==> config.mk <==
export PLATFORM = sky130hd
export DESIGN_NAME = wave_player
export DESIGN_NICKNAME = d
export VERILOG_FILES = /design/src/rtl/wave_player_pkg.sv /design/src/rtl/phase_accumulator.sv /design/src/rtl/wave_player.sv
export SDC_FILE = /design/constraint.sdc
export NUM_CORES = 1
export LEC_CHECK = 0
export CORE_ASPECT_RATIO = 1.2
export CORE_MARGIN = 2
export CORE_UTILIZATION = 52
export CTS_BUF_LIST = sky130_fd_sc_hd__clkbuf_16
export DETAILED_ROUTE_END_ITERATION = 12
export HOLD_SLACK_MARGIN = 0.1
export PLACE_DENSITY = 0.77
export SETUP_SLACK_MARGIN = 0.4
export SLEW_MARGIN = 20
export SYNTH_ARGS = -nofsm -noshare
export SYNTH_HDL_FRONTEND = slang
export SYNTH_SLANG_ARGS = --single-unit
export TNS_END_PERCENT = 30
==> constraint.sdc <==
create_clock -name clk_in -period 10.8 [get_ports clk_in]
set_clock_uncertainty 0.1 [all_clocks]
set_input_delay 2.7 -clock clk_in [delete_from_list [all_inputs] [get_ports clk_in]]
set_output_delay 2.7 -clock clk_in [all_outputs]
set_load 0.1 [all_outputs]
==> src/rtl/wave_player_pkg.sv <==
// Shared types and constants for the wavetable playback engine.
package wave_player_pkg;

    typedef enum logic [1:0] {
        ST_IDLE  = 2'd0,
        ST_FETCH = 2'd1,
        ST_SUM   = 2'd2
    } state_e;

    localparam int unsigned READ_LATENCY = 2;

    // Full-precision width of the voice sum: one growth bit per doubling of voices.
    function automatic int unsigned mix_width(input int unsigned num_osc,
                                              input int unsigned sample_width);
        return sample_width + $clog2(num_osc);
    endfunction

endpackage

==> src/rtl/phase_accumulator.sv <==
// Per-voice fractional phase accumulator with wrap, force-to-0 and note-on retrigger.
module phase_accumulator #(
    parameter int unsigned WW_WIDTH   = 18,
    parameter int unsigned FRAC_WIDTH = 8
) (
    input  logic                         clk,
    input  logic                         rst,
    input  logic                         tick,
    input  logic                         clear,
    input  logic                         note_on,
    input  logic [WW_WIDTH+FRAC_WIDTH-1:0] step,
    input  logic [WW_WIDTH-1:0]          wave_width,
    output logic [WW_WIDTH-1:0]          index
);

    localparam int unsigned PW = WW_WIDTH + FRAC_WIDTH;

    logic [PW-1:0]       phase;
    logic                note_q;
    logic [WW_WIDTH-1:0] w_c;
    logic [WW_WIDTH:0]   w_ext_c;
    logic [PW:0]         sum_c;
    logic [PW:0]         wrap_c;
    logic [PW-1:0]       next_c;

    // One subtraction of the wave length; anything still out of range restarts at 0.
    always_comb begin
        w_c     = (wave_width == '0) ? WW_WIDTH'(1) : wave_width;
        w_ext_c = {1'b0, w_c};
        sum_c   = {1'b0, phase} + {1'b0, step};
        wrap_c  = sum_c - {1'b0, w_c, {FRAC_WIDTH{1'b0}}};
        next_c  = sum_c[PW-1:0];
        if (sum_c[PW:FRAC_WIDTH] >= w_ext_c) begin
            next_c = (wrap_c[PW:FRAC_WIDTH] >= w_ext_c) ? '0 : wrap_c[PW-1:0];
        end
    end

    always_ff @(posedge clk) begin
        if (rst) begin
            phase  <= '0;
            note_q <= 1'b0;
        end else begin
            note_q <= note_on;
            if (clear || (note_on && !note_q)) begin
                phase <= '0;
            end else if (tick) begin
                phase <= next_c;
            end
        end
    end

    assign index = phase[PW-1:FRAC_WIDTH];

endmodule

==> src/rtl/wave_player.sv <==
// Wavetable playback engine: per-tick phase advance, BRAM latency wait and voice mix.
// WAVE_PLAYER_SATURATE_EN selects a saturating full-scale mix instead of the attenuated sum.
module wave_player
    import wave_player_pkg::*;
#(
    parameter int unsigned NUM_OSCILLATORS = 4,
    parameter int unsigned SAMPLE_WIDTH    = 16,
    parameter int unsigned WW_WIDTH        = 18,
    parameter int unsigned FRAC_WIDTH      = 8
) (
    input  logic                                                  clk_in,
    input  logic                                                  rst_in,
    input  logic                                                  sample_tick_in,
    input  logic [WW_WIDTH-1:0]                                   wave_width_in,
    input  logic                                                  ui_update_trig_in,
    input  logic [NUM_OSCILLATORS-1:0]                            note_on_in,
    input  logic [NUM_OSCILLATORS-1:0][WW_WIDTH+FRAC_WIDTH-1:0]   step_in,
    output logic [NUM_OSCILLATORS-1:0][WW_WIDTH-1:0]              osc_index_out,
    output logic [NUM_OSCILLATORS-1:0]                            osc_is_on_out,
    input  logic [NUM_OSCILLATORS-1:0][SAMPLE_WIDTH-1:0]          osc_data_in,
    output logic [SAMPLE_WIDTH-1:0]                               mix_out,
    output logic                                                  mix_valid_out,
    output logic                                                  busy_out,
    output logic                                                  tick_drop_out
);

    localparam int unsigned MIX_W = mix_width(NUM_OSCILLATORS, SAMPLE_WIDTH);
    localparam int unsigned SHIFT = $clog2(NUM_OSCILLATORS);
    localparam int unsigned CNT_W = $clog2(READ_LATENCY + 1);

`ifdef WAVE_PLAYER_SATURATE_EN
    localparam logic [SAMPLE_WIDTH-1:0] OUT_MAX = {1'b0, {(SAMPLE_WIDTH-1){1'b1}}};
    localparam logic [SAMPLE_WIDTH-1:0] OUT_MIN = {1'b1, {(SAMPLE_WIDTH-1){1'b0}}};
    localparam logic signed [MIX_W-1:0] SUM_MAX = MIX_W'($signed(OUT_MAX));
    localparam logic signed [MIX_W-1:0] SUM_MIN = MIX_W'($signed(OUT_MIN));
`endif

    state_e                                       state;
    state_e                                       next_state;
    logic [CNT_W-1:0]                             cnt;
    logic [NUM_OSCILLATORS-1:0]                   on_pend;
    logic [NUM_OSCILLATORS-1:0][WW_WIDTH-1:0]     phase_index;
    logic                                         accept_c;
    logic                                         drop_c;
    logic                                         load_c;
    logic                                         fire_c;
    logic signed [MIX_W-1:0]                      acc_c;
    logic [SAMPLE_WIDTH-1:0]                      mix_c;

    for (genvar i = 0; i < NUM_OSCILLATORS; i++) begin : g_voice
        phase_accumulator #(
            .WW_WIDTH   (WW_WIDTH),
            .FRAC_WIDTH (FRAC_WIDTH)
        ) u_acc (
            .clk        (clk_in),
            .rst        (rst_in),
            .tick       (accept_c),
            .clear      (ui_update_trig_in),
            .note_on    (note_on_in[i]),
            .step       (step_in[i]),
            .wave_width (wave_width_in),
            .index      (phase_index[i])
        );
    end

    always_ff @(posedge clk_in) begin
        if (rst_in) begin
            state <= ST_IDLE;
        end else begin
            state <= next_state;
        end
    end

    always_comb begin
        next_state = state;
        case (state)
            ST_IDLE:  if (sample_tick_in) next_state = ST_FETCH;
            ST_FETCH: if (cnt == CNT_W'(READ_LATENCY)) next_state = ST_SUM;
            ST_SUM:   next_state = ST_IDLE;
            default:  next_state = ST_IDLE;
        endcase
        if (ui_update_trig_in) begin
            next_state = ST_IDLE;
        end
    end

    // The reload trigger overrides everything, including a coincident tick.
    always_comb begin
        accept_c = 1'b0;
        drop_c   = 1'b0;
        load_c   = 1'b0;
        fire_c   = 1'b0;
        accept_c = (state == ST_IDLE) && sample_tick_in && !ui_update_trig_in;
        drop_c   = (state != ST_IDLE) && sample_tick_in;
        load_c   = (state == ST_FETCH) && (cnt == '0) && !ui_update_trig_in;
        fire_c   = (state == ST_SUM) && !ui_update_trig_in;
    end

    // Disabled voices contribute nothing, whatever their BRAM is still presenting.
    always_comb begin
        acc_c = '0;
        mix_c = '0;
        for (int i = 0; i < NUM_OSCILLATORS; i++) begin
            if (osc_is_on_out[i]) begin
                acc_c = acc_c + MIX_W'($signed(osc_data_in[i]));
            end
        end
`ifdef WAVE_PLAYER_SATURATE_EN
        if (acc_c > SUM_MAX) begin
            mix_c = OUT_MAX;
        end else if (acc_c < SUM_MIN) begin
            mix_c = OUT_MIN;
        end else begin
            mix_c = SAMPLE_WIDTH'(acc_c);
        end
`else
        mix_c = SAMPLE_WIDTH'(acc_c >>> SHIFT);
`endif
    end

    always_ff @(posedge clk_in) begin
        if (rst_in) begin
            cnt           <= '0;
            on_pend       <= '0;
            osc_index_out <= '0;
            osc_is_on_out <= '0;
            mix_out       <= '0;
            mix_valid_out <= 1'b0;
            busy_out      <= 1'b0;
            tick_drop_out <= 1'b0;
        end else begin
            busy_out      <= (state != ST_IDLE);
            tick_drop_out <= drop_c;
            mix_valid_out <= fire_c;
            if (fire_c) begin
                mix_out <= mix_c;
            end
            if (accept_c) begin
                on_pend <= note_on_in;
            end
            if (ui_update_trig_in) begin
                osc_is_on_out <= '0;
            end else if (load_c) begin
                osc_is_on_out <= on_pend;
                osc_index_out <= phase_index;
            end
            if ((state == ST_FETCH) && (next_state == ST_FETCH)) begin
                cnt <= cnt + CNT_W'(1);
            end else begin
                cnt <= '0;
            end
        end
    end

endmodule

==> flow_metrics.env <==
export IMPL_finalCriticalPeriod_ns=9.70
export IMPL_seq_area_frac_synth_pct=20.9
export IMPL_worst_pin_slew_ns=1.11
export IMPL_powerDensity_nw_per_um2=107
export IMPL_synth_nets=3057
export IMPL_synth_cell_type_count=90
export IMPL_start_util_pct=52.3
export IMPL_synthCells=2557
export IMPL_required_ns=11.18
export IMPL_arrival_ns=10.08
export IMPL_portBuffers=288
export IMPL_path_buf_inv=5
export IMPL_antenna_left=0
export IMPL_fmax_mhz=103
export IMPL_status="complete, no violations"
export IMPL_dr_first_iter_drc_count=1196
export IMPL_grt_first_pass_wirelength_mm=101
export IMPL_hold_path_class="register to register"
export IMPL_end_kind="register"
export IMPL_synth_edff_count=0
export IMPL_tritoncts="yes"
export IMPL_fin_nets=3310
export IMPL_grt_usage_pct=31.0
export IMPL_synth_cell_area_sq_um=20200
export IMPL_gp_congestion=0.969
export IMPL_grt_pass1_vias=19890
export IMPL_layout_commonest_cell="ha_1"
export IMPL_path_class="input pin to register"
export IMPL_fp_dieH_um=220
export IMPL_num_rows=79
export IMPL_num_io_pins=289
export IMPL_h_tree_depth=1
export IMPL_slew_violations=0
export IMPL_die_w_um=184
export IMPL_antenna_found_initial=3
export IMPL_synth_warnings=0
export IMPL_drive_above_1_share_pct=4.04
export IMPL_cp_top_family="compound AO/OA/AOI/OAI gates"
export IMPL_relSlewSlack_pct=26.0
export IMPL_finalHoldViolations=0
export IMPL_setup_viol=0
export IMPL_drt_total_wl_mm=64.4
export IMPL_critPathLaunchType="input pin"
export IMPL_power_leakage_uw=0.0105
export IMPL_clkSlewWorstSetupHoldPaths_ns=0.06
export IMPL_max_stage_delay_ns=0.63
export IMPL_via_count=20424
export IMPL_rsz0062_at_grt="no"
export IMPL_post_route_drc_count=0
export IMPL_overflow=0
export IMPL_wl_per_cell_um=19.5
export IMPL_vias_per_cell=6.17
export IMPL_cts_sinks=211
export IMPL_finalNonFillerCells=3311
export IMPL_clock_latency_ns=0.55
export IMPL_cts_buffers=25
export IMPL_clock_path_buffers=3
export IMPL_core_sq_um=38500
export IMPL_vdd_drop_max_uv=107
export IMPL_worstHoldStart="cnt[0]$_SDFF_PP0_"
export IMPL_cp_max_fo=12
export IMPL_finalCritPeriodShare_pct=89.8
export IMPL_max_cap_violations=0
export IMPL_ys_ff_latch=211
export IMPL_die_area_sq_um=40400
export IMPL_dp_cells=3268
export IMPL_startpoint="step_in[78]"
export IMPL_syn_area_per_cell_sq_um=7.89
export IMPL_layout_common_cells="296 x ha_1, 287 x clkdlybuf4s50_1, 279 x a21oi_1"
export IMPL_drt_first_pass_iters=5
export IMPL_tns_ns=0
export IMPL_synth_async_reset_ratio_pct=0
export IMPL_cp_common_cell="a21oi_1"
export IMPL_cts_root_buf="clkbuf_16"
export IMPL_area_growth_pct=20.3
export IMPL_worstReg2RegStart="g_voice[3].u_acc.phase[0]$_SDFFE_PP0P_"
export IMPL_cp_slowest_cell="or4_1"
export IMPL_grt_max_degree=65
export IMPL_cts_hold_fix_buffers=0
export IMPL_ys_flop_type="dfxtp_1"
export IMPL_dp_hpwl_mm=50.3
## where the power goes
| part | internal, uW | leakage, uW | switching [uW] |
|---|---|---|---|
| logic | 414 | 0.00843 | 561 |
| clock network | 463 | 0.000385 | 349 |
| registers | 790 | 0.00170 | 9.58 |
## worst paths after layout
path | slack (ns) | cells past startpoint | to
max | 1.10 | 34 | g_voice[3].u_acc.phase[15]$_SDFFE_PP0P_
min | 0.33 | 1 | cnt[0]$_SDFF_PP0_
max reg2reg | 3.37 | 33 | g_voice[3].u_acc.phase[15]$_SDFFE_PP0P_
min reg2reg | 0.33 | 1 | cnt[0]$_SDFF_PP0_
## cell families after synthesis
| family | synth area share [%] |
|---|---|
| AOI/OAI and AO/OA | 27.9 |
| xor gates and xnor gates | 8.58 |
| adders and majority gates | 19.5 |
| buffers and inverters | 3.57 |
| DFF | 20.9 |
| muxes | 1.69 |
| and+or+nand+nor | 17.9 |
## final cells by class
type	instances	area [sq um]
fill	3385	14300
clock buffer	25	626
sequential	211	4220
clock inverter	15	121
timing repair buffer	309	3040
multi-input combinational	2163	15300
inverter	100	375
antenna	2	5.00
tap	486	608
## repair_timing
action                     in CTS  in global routing
setup endpoints to repair       0                 14
gates resized for setup         0                  4
setup buffers                   0                  1
## sequential cells by signal (all words and copies together), names as in the netlist
name                  flops
osc_index_out            72
g_voice.u_acc.phase     104
mix_out                  16
cnt                       2
busy_out                  1
tick_drop_out             1
state                     2
g_voice.u_acc.note_q      4
on_pend                   4
osc_is_on_out             4
mix_valid_out             1
## synthesized netlist by cell type, types with 29 or more instances
cell type / count / area [sq um]
a21o_1: 92 / 691
xor2_1: 68 / 596
and3_1: 29 / 181
nand3_1: 39 / 195
a221oi_1: 47 / 412
ha_1: 296 / 3700
a211oi_1: 29 / 218
nor2_1: 202 / 758
o21ai_0: 127 / 636
nand2_1: 272 / 1020
a31oi_1: 29 / 181
xnor2_1: 125 / 1090
a21oi_1: 281 / 1410
clkbuf_1: 72 / 270
nor3_1: 77 / 385
dfxtp_1: 211 / 4220
inv_1: 99 / 372
nand2b_1: 31 / 194
o21a_1: 36 / 270
a22oi_1: 30 / 225
## per-layer routing
layer | global-route usage [%] | wire length (um)
met2 | 53.2 | 29900
met4 | 15.2 | 3010
met3 | 5.47 | 4660
met1 | 37.5 | 26800
met5 | 0 | 13
## metrics by stage
step                      utilization, %  area, sq um  hold slack [ns]  setup WS, ns  power, uW
final                               62.9        24300            0.332          1.10       2590
after global routing                62.9        24300            0.354         0.416       2730
after CTS                           62.8        24200            0.331          1.10       2580
after detailed placement            60.9        23500            0.323         0.582       1760
after global placement              60.9        23500            0.306         0.884       1740
after floorplan                        -        20200            0.300          1.80       1490
(Power assumes the default switching activity.)
